==> config.mk <==
export PLATFORM = sky130hd
export DESIGN_NAME = ifetch_unit
export DESIGN_NICKNAME = d
export VERILOG_FILES = /design/src/rtl/ifetch_unit.sv
export SDC_FILE = /design/constraint.sdc
export NUM_CORES = 1
export LEC_CHECK = 0
export ABC_AREA = 1
export CELL_PAD_IN_SITES_DETAIL_PLACEMENT = 1
export CELL_PAD_IN_SITES_GLOBAL_PLACEMENT = 2
export CORE_ASPECT_RATIO = 0.8
export CORE_UTILIZATION = 35
export CTS_CLUSTER_DIAMETER = 30
export DETAILED_ROUTE_END_ITERATION = 8
export PLACE_DENSITY = 0.92
export SLEW_MARGIN = 20
export SYNTH_ARGS = -nofsm -noshare
export SYNTH_HDL_FRONTEND = slang
export SYNTH_SLANG_ARGS = --single-unit
==> constraint.sdc <==
create_clock -name clk -period 18.5 [get_ports clk]
set_input_delay 4.625 -clock clk [delete_from_list [all_inputs] [get_ports clk]]
set_output_delay 4.625 -clock clk [all_outputs]
set_load 0.005 [all_outputs]
==> src/rtl/ifetch_unit.sv <==
`default_nettype none
// ============================================================================
// Module  : ifetch_unit
// Brief   : Instruction fetch stage. A byte-address PC drives a word-indexed
//           instruction cache (1 KiB alias window). Fetched {pc, instr}
//           pairs are held in a 2-entry in-order buffer that feeds decode.
//           Redirects flush the buffer and retarget the PC.
// Revision: 1.0 - initial release
// ============================================================================
module ifetch_unit #(
    parameter logic [31:0] RESET_PC = 32'h0000_0000
) (
    input  logic        clk,
    input  logic        reset,
    output logic [7:0]  icache_a,
    input  logic [31:0] icache_q,
    input  logic        fetch_en,
    input  logic        redirect_valid,
    input  logic [31:0] redirect_pc,
    output logic        out_valid,
    input  logic        out_ready,
    output logic [31:0] out_instr,
    output logic [31:0] out_pc
);

    localparam logic [31:0] c_RESET_PC_ALIGNED = RESET_PC & ~32'h3;
    localparam logic [1:0]  c_DEPTH            = 2'd2;

    // Fetch PC and buffer occupancy
    logic [31:0] r_fetch_pc;
    logic [1:0]  r_count;

    // Entry 0 is always the head; entry 1 is the tail when two are held
    logic [31:0] r_pc0;
    logic [31:0] r_instr0;
    logic [31:0] r_pc1;
    logic [31:0] r_instr1;

    logic        w_pop;
    logic        w_push;
    logic [1:0]  w_wr_slot;
    logic [31:0] w_redirect_aligned;

    assign icache_a  = r_fetch_pc[9:2];
    assign out_valid = (r_count != 2'd0);
    assign out_pc    = r_pc0;
    assign out_instr = r_instr0;

    assign w_pop              = out_valid & out_ready;
    assign w_push             = fetch_en & ~redirect_valid & ((r_count != c_DEPTH) | w_pop);
    // Slot the new entry lands in, after any same-cycle dequeue has shifted the head
    assign w_wr_slot          = r_count - {1'b0, w_pop};
    assign w_redirect_aligned = redirect_pc & ~32'h3;

    // PC and occupancy: reset beats redirect, redirect beats push/pop
    always_ff @(posedge clk) begin
        if (reset) begin
            r_fetch_pc <= c_RESET_PC_ALIGNED;
            r_count    <= 2'd0;
        end else if (redirect_valid) begin
            r_fetch_pc <= w_redirect_aligned;
            r_count    <= 2'd0;
        end else begin
            if (w_push) begin
                r_fetch_pc <= r_fetch_pc + 32'd4;
            end
            case ({w_push, w_pop})
                2'b10:   r_count <= r_count + 2'd1;
                2'b01:   r_count <= r_count - 2'd1;
                default: r_count <= r_count;
            endcase
        end
    end

    // Buffer payload: shift on pop, then append the fetched word at the tail
    always_ff @(posedge clk) begin
        if (!reset && !redirect_valid) begin
            if (w_pop) begin
                r_pc0    <= r_pc1;
                r_instr0 <= r_instr1;
            end
            if (w_push) begin
                if (w_wr_slot == 2'd0) begin
                    r_pc0    <= r_fetch_pc;
                    r_instr0 <= icache_q;
                end else begin
                    r_pc1    <= r_fetch_pc;
                    r_instr1 <= icache_q;
                end
            end
        end
    end

endmodule
`default_nettype wire

==> results of run 1 <==
flip-flops by register name (all words and copies together) (netlist names):
name	cells
r_count	2
out_pc	32
r_fetch_pc	30
r_pc1	30
out_instr	32
r_instr1	32
power groups by stage:
stage / clock [mW] / combinational (mW) / sequential [mW]
6_report: 0.346 / 0.0998 / 0.414
5_1_grt: 0.365 / 0.112 / 0.416
4_1_cts: 0.354 / 0.101 / 0.414
3_5_place_dp: 0 / 0.101 / 0.422
3_3_place_gp: 0 / 0.0974 / 0.421
2_1_floorplan: 0 / 0.0579 / 0.418
worst max-delay path, delay by kind of cell:
kind                   cells  cell delay, ns
buffers and inverters      5            2.01
AOI/OAI and AO/OA          1            0.13
and+or+nand+nor            4            0.51
per-layer routing:
| layer | vias up | wire length, um |
|---|---|---|
| li1 | 3086 | - |
| met5 | - | 0 |
| met1 | 2922 | 10390 |
| met2 | 105 | 9985 |
| met4 | 0 | 137 |
| met3 | 15 | 888 |
cell type report:
cell class | instances | area share
clock buffer | 17 | 0.04203
clock inverter | 15 | 0.01459
inverter | 125 | 0.04685
multi-input combinational | 541 | 0.2790
sequential | 158 | 0.4371
tap | 306 | 0.03782
timing repair buffer | 146 | 0.1426
path summary, 6_finish.rpt:
check                 startpoint            to  slack (ns)  cells after the start
setup reg to reg      r_count[0]  out_instr[1]       15.86                      8
hold / removal    r_fetch_pc[31]     r_pc1[31]        0.55                      0
setup / recovery  redirect_valid  out_instr[1]       11.28                     10
hold reg to reg   r_fetch_pc[31]     r_pc1[31]        0.55                      0
logic make-up (layout without fill, tap and decap cells):
group,count (synthesis),in the layout,synth area share
flops,158,158,0.5503
buf+inv,169,303,0.1005
fa+ha+maj,2,2,0.003112
xor+xnor,5,5,0.005448
compound gates,127,127,0.08280
simple gates,407,407,0.2577
synth_stat cells (11+ instances only):
cell	n	area, um^2
nand3_2	57	570.6
nor2_2	11	68.82
edfxtp_1	126	3784
nand2_1	245	919.6
dfxtp_1	32	640.6
a21oi_1	25	125.1
inv_1	120	450.4
o21ai_0	26	130.1
o21ai_1	65	325.3
buf_2	19	95.09
nand3_1	40	200.2
nor2_1	35	131.4
layout by cell type, fill, tap and decap left out:
cell type / n
clkinv_2: 1
nor2_4: 7
clkdlybuf4s50_1: 139
nand3b_4: 1
a31oi_1: 5
o21ai_1: 65
nand3_1: 40
o211ai_1: 2
ha_1: 2
nand2_4: 2
inv_1: 120
buf_4: 7
o21ai_0: 26
nand2_2: 5
clkbuf_16: 17
nor2_8: 1
o221ai_1: 1
nand3b_1: 1
nand2_1: 244
edfxtp_1: 126
o21ai_2: 2
or2_2: 1
inv_2: 4
bufinv_16: 1
dfxtp_1: 32
nor2_1: 33
and2_1: 3
xnor2_1: 2
a31oi_2: 1
clkinvlp_4: 3
clkinv_4: 2
xor2_1: 3
nor3_1: 1
inv_6: 8
nor2_2: 11
a21oi_1: 25
nand3_2: 57
inv_8: 1
==> results.tsv, run 1 <==
metric	value	unit
status	finished, final reports clean	
yosysWarnings	0	
fin_total_pwr	0.8596	mW
postSynthCellCount	868	
cp-start-kind	input pin	
power_leakage	3.942	nW
avgSynthCellArea	9.261	um^2
power_density	84.92	nW/um^2
wire_per_inst	16.36	um
fin_util	0.4499	
synth_edf_count	126	
ir_worst_vdd	0.05777	mV
tritoncts	done	
stdcell_count	1308	
area_growth	25.91	%
regArea	4424	um^2
grt_pass1_vias	6229	
path_class	in -> reg	
dp_slack	10.81	ns
synth_area	8039	um^2
relSlewSlack	0.3566	
hold_viol	0	
multi_input_area	2824	um^2
yosysUniqueCellTypes	35	
crit_slowest_cell	buf_4	
crit_chain	clkdlybuf4s50_1, buf_4, nor2_2, nand2_4, nor2_8, inv_6, buf_4, nand3_1, o21ai_0, inv_1	
gr-total-overflow	0	
first_iter_violations	403	
setup_viol	0	
ys.flop_type	edfxtp_1	
p_switching	0.2226	mW
diodes	0	
p_clk_frac	0.402	
clk_pin_slew	0.07	ns
cts_root_buf	clkbuf_16	
async_reset_ff_frac	0	
cts_sinks	158	
coreArea	22500	um^2
worst_pin_slew	0.9651	ns
initial_core_util	0.3573	
use_met2	0.3102	
globalRouteMet3Util	0.04683	
cts_buffer_depth	2	
cts_hold_buf	0	
drt.antenna.violating_nets	0	
hp-class	reg -> reg	
grt_pass1_wl	33950	um
min_period_over_period	0.3903	
viasPerCell	4.685	
placedInstanceArea	9549	um^2
ys_seq_area_frac	0.5504	
p_int	0.6370	mW
power_frac_seq	0.481	
skew	0.01597	ns
die_h	137.6	um
grt_setup_unrepaired	no	
final_area	10120	um^2
die_w	171.4	um
setup_ws	11.28	ns
nets	1060	
worstSkewPairLatency	0.44	ns
comb_power_share	0.116	
fin_crit	7.221	ns
crit_path_frequent_cell	buf_4	
p_sw_frac	0.2590	
use_met1	0.2559	
syn-num-nets	939	
ys_ff_latch	158	
maxCapViolCount	0	
critPathMaxStageDelay	0.81	ns
grt-busiest-layer	met2	
track_usage	0.1906	
cts_setup_buffers	0	
timing.hold.ws	0.5469	ns
rows	49	
fin_setup_tns	0	ns
port_buffers	139	
post-route-drc-count	0	
dr.pass1.iters	4	
grt_start_max_net_pins	75	
vias	6128	
die_area	23580	um^2
n_fill_cell	2597	
cts-buffers-inserted	17	
dp.cells	1276	
wl	21400	um
pin_count	142	
end_kind	flip-flop	
h-tree-depth	4	
dp_hpwl	14420	um
antenna_found_initial	0	
fmax	0.1385	GHz
critPathMaxFanout	74	
cts_resized	0	
worstPathArrival	7.41	ns
drv_slew	0	
place.gp.congestion	0.7849	
crit_required	18.69	ns
drive_above_1_share	0.1317	
No activity file was read; power rests on OpenSTA's default activity.
==> run 2: changes to the inputs <==
--- a/config.mk
+++ b/config.mk
@@ -9,10 +9,10 @@
 export CELL_PAD_IN_SITES_DETAIL_PLACEMENT = 1
 export CELL_PAD_IN_SITES_GLOBAL_PLACEMENT = 2
 export CORE_ASPECT_RATIO = 0.8
-export CORE_UTILIZATION = 35
+export CORE_UTILIZATION = 29
 export CTS_CLUSTER_DIAMETER = 30
 export DETAILED_ROUTE_END_ITERATION = 8
-export PLACE_DENSITY = 0.92
+export PLACE_DENSITY = 0.83
 export SLEW_MARGIN = 20
 export SYNTH_ARGS = -nofsm -noshare
 export SYNTH_HDL_FRONTEND = slang
==> constraint.sdc (replaced) <==
create_clock -name clk -period 6.3 [get_ports clk]
set_input_delay 1.575 -clock clk [delete_from_list [all_inputs] [get_ports clk]]
set_output_delay 1.575 -clock clk [all_outputs]
set_load 0.005 [all_outputs]
==> results.tsv, run 2 (same netlist as run 1, synthesis figures left out) <==
metric	value	unit
place.gp.congestion	0.7740	
worstSkewPairLatency	0.44	ns
fin_setup_tns	0	ns
dp_hpwl	14560	um
antenna_found_initial	0	
path_class	in -> reg	
gr-total-overflow	0	
die_area	28390	um^2
min_period_over_period	0.6055	
area_growth	28.48	%
grt_setup_unrepaired	no	
worstPathArrival	4.00	ns
wl	21730	um
cts_hold_buf	0	
grt_pass1_vias	6360	
multi_input_area	2824	um^2
cts-buffers-inserted	17	
dr.pass1.iters	4	
fin_total_pwr	2.741	mW
status	finished, final reports clean	
drv_slew	0	
dp_slack	1.963	ns
track_usage	0.1608	
relSlewSlack	0.3585	
cts_resized	0	
critPathMaxFanout	95	
vias	6173	
setup_ws	2.485	ns
setup_viol	0	
skew	0.01541	ns
r2r_slack	4.01	ns
cts_root_buf	clkbuf_16	
post-route-drc-count	0	
grt_pass1_wl	35090	um
n_fill_cell	3152	
die_h	150.9	um
power_density	265.3	nW/um^2
coreArea	27230	um^2
mostFrequentLayoutCell	nand2_1	
tritoncts	done	
cp-start-kind	input pin	
diodes	0	
fmax	0.2622	GHz
first_iter_violations	256	
crit_required	6.49	ns
ir_worst_vdd	0.2038	mV
initial_core_util	0.2952	
nets	1062	
hp-class	reg -> reg	
rows	54	
regArea	4424	um^2
wire_per_inst	15.89	um
cts_buffer_depth	2	
cts_setup_buffers	0	
hold_viol	0	
grt_start_max_net_pins	96	
die_w	188.1	um
cts_sinks	158	
power_leakage	4.018	nW
drt.antenna.violating_nets	0	
h-tree-depth	4	
clk_pin_slew	0.07	ns
pin_count	142	
viasPerCell	4.512	
port_buffers	139	
fin_crit	3.815	ns
drive_above_1_share	0.1335	
layout_common_cells	nand2_1 (244), clkdlybuf4s50_1 (139), edfxtp_1 (126)	
worst_pin_slew	0.9622	ns
maxCapViolCount	0	
end_kind	flip-flop	
## run 2: changes by cell type in the layout (fill, tap and decap cells not counted)
cell,before,now
buf_4,7,9
bufinv_16,1,6
clkinv_2,1,0
clkinv_4,2,0
clkinvlp_4,3,0
inv_6,8,7
inv_8,1,3
## run 2: final cells by class
| type | count | area share |
|---|---|---|
| Timing Repair Buffer | 148 | 0.1412 |
| Sequential cell | 158 | 0.4283 |
| Clock inverter | 15 | 0.02580 |
| Clock buffer | 17 | 0.04119 |
| Inverter | 125 | 0.04591 |
| Tap cell | 364 | 0.04409 |
| Multi-Input combinational cell | 541 | 0.2734 |
## run 2: path summary, 6_finish.rpt
check / from / endpoint / cells past startpoint
setup reg to reg: r_count[0] / out_instr[26] / 8
setup / recovery: redirect_valid / out_instr[26] / 10
hold reg to reg: r_fetch_pc[31] / r_pc1[31] / 0
hold / removal: r_fetch_pc[31] / r_pc1[31] / 0
## run 2: stage by stage
stage | util | hold WS, ns | area (um^2) | cells
after detailed placement | 0.3539 | 0.5356 | 9637 | 1336
after CTS | 0.3793 | 0.5395 | 10330 | 1368
after floorplan | - | 0.4531 | 8044 | 868
after global placement | 0.3539 | 0.5310 | 9637 | 1336
final | 0.3793 | 0.5268 | 10330 | 1368
after global routing | 0.3793 | 0.5463 | 10330 | 1368
## run 2: where the power goes
group,internal [mW],switching [mW],total (mW)
Sequential,1.17,0.0377,1.21
Clock,0.760,0.475,1.24
Combinational,0.141,0.152,0.294
Total,2.08,0.665,2.74
## run 2: critical path, cell delays in order
cell and delay (ns):
clkdlybuf4s50_1 0.45, buf_4 0.35, nor2_2 0.10, nand2_4 0.21, nor2_8 0.06, inv_6 0.61
buf_4 0.40, nand3_2 0.09, o21ai_1 0.09, inv_1 0.05
## run 2: layer usage
layer  part of all wire  up-vias  track usage
met2               0.44      108       0.2550
met1               0.50     2942       0.2219
met4              0.014        0      0.04878
met5                  0        -            0
li1                   -     3102            -
met3              0.036       21      0.03082
==> run 3: changes to the inputs <==
==> constraint.sdc (replaced) <==
create_clock -name clk -period 3.3 [get_ports clk]
set_input_delay 0.825 -clock clk [delete_from_list [all_inputs] [get_ports clk]]
set_output_delay 0.825 -clock clk [all_outputs]
set_load 0.005 [all_outputs]
==> results.tsv, run 3 (same netlist as run 1, synthesis figures left out) <==
metric	value	unit
status	finished, final reports clean	
worstPathArrival	2.67	ns
placedInstanceArea	9742	um^2
reg2reg_depth	8	
worstReg2RegStart	r_count[0]	
setup_viol	0	
min_period_over_period	0.7558	
relSlewSlack	0.4966	
h-tree-depth	4	
p_int	3.665	mW
cp-start-kind	input pin	
rows	54	
cts_setup_buffers	0	
nets	1069	
fin_setup_tns	0	ns
drive_above_1_share	0.1405	
fin_crit	2.494	ns
crit_chain	clkdlybuf4s50_1, nor2_2, nand2_4, nor2_8, inv_6, buf_4, nand3_2, o21ai_1, inv_1	
area_growth	28.67	%
hold_viol	0	
skew	0.01310	ns
maxCapViolCount	0	
r2r_slack	1.37	ns
hp-class	reg -> reg	
viasPerCell	4.567	
place.gp.congestion	0.7602	
drv_slew	0	
worst_pin_slew	0.7551	ns
dp_slack	0.3647	ns
path_buf_inv	4	
grt_pass1_wl	35440	um
grt_pass1_vias	6543	
p_switching	1.267	mW
power_frac_seq	0.470	
crit_slowest_cell	clkdlybuf4s50_1	
pin_count	142	
die_w	188.1	um
dr.pass1.iters	4	
p_clk_frac	0.413	
post-route-drc-count	0	
first_iter_violations	336	
timing.hold.ws	0.5516	ns
grt_start_max_net_pins	67	
crit_family	buffers and inverters	
final_area	10340	um^2
gr-total-overflow	0	
hold_depth	0	
stdcell_count	1375	
cts_buffer_depth	2	
p_sw_frac	0.2569	
ir_worst_vdd	0.3715	mV
tritoncts	done	
hp-start	r_fetch_pc[31]	
cts-buffers-inserted	17	
port_buffers	139	
path_class	in -> reg	
fin_util	0.3799	
drt.antenna.violating_nets	0	
critPathMaxStageDelay	0.63	ns
fmax	0.4010	GHz
critPathMaxFanout	39	
dp_hpwl	15170	um
r2r-end	out_pc[7]	
cts_sinks	158	
mostFrequentLayoutCell	nand2_1	
initial_core_util	0.2952	
vias	6279	
cts_root_buf	clkbuf_16	
coreArea	27230	um^2
fin_total_pwr	4.932	mW
clk_pin_slew	0.06	ns
end_kind	flip-flop	
crit_required	3.48	ns
power_leakage	4.024	nW
diodes	0	
wl	22050	um
die_h	150.9	um
setup_ws	0.8059	ns
worst_hold_path.endpoint	r_pc1[31]	
power_density	476.8	nW/um^2
grt_setup_unrepaired	no	
layout_common_cells	nand2_1 (243), clkdlybuf4s50_1 (139), edfxtp_1 (126)	
cts_hold_buf	0	
antenna_found_initial	0	
die_area	28390	um^2
dp.cells	1343	
cts_resized	0	
wire_per_inst	16.03	um
worstSkewPairLatency	0.43	ns
track_usage	0.1615	
comb_power_share	0.117	
[run 3: worst max-delay path by stage]
stage	slack, ns	start	cells after the start	endpoint
after floorplan	-0.20	redirect_valid	4	r_instr1[0]
after global placement	0.39	redirect_valid	9	out_instr[0]
after detailed placement	0.36	redirect_valid	9	out_instr[0]
after CTS	0.81	redirect_valid	9	out_pc[7]
after global routing	0.70	redirect_valid	9	out_instr[0]
final	0.81	redirect_valid	9	out_pc[7]
[run 3: final cells by class]
cell class / instances / area [um^2]
fillers: 3136 / 16880
clock buffers: 17 / 425.4
multi-input cells: 541 / 2826
well taps: 364 / 455.4
clock inverters: 15 / 176.4
flip-flops and latches: 158 / 4424
repair buffers: 155 / 1562
inverters: 125 / 474.2
[run 3: power by group through the flow]
stage          logic [mW]  registers [mW]  clock network (mW)
5_1_grt             0.649            2.33                2.15
2_1_floorplan       0.328            2.34                   0
4_1_cts             0.587            2.32                2.09
6_report            0.576            2.32                2.04
3_5_place_dp        0.583            2.36                   0
3_3_place_gp        0.569            2.36                   0
[run 3: layer usage]
| metal | track usage | wire [um] |
|---|---|---|
| met1 | 0.2200 | 10730 |
| met2 | 0.2646 | 9993 |
| met5 | 0 | 0 |
| met3 | 0.03406 | 1168 |
| met4 | 0.03293 | 150 |
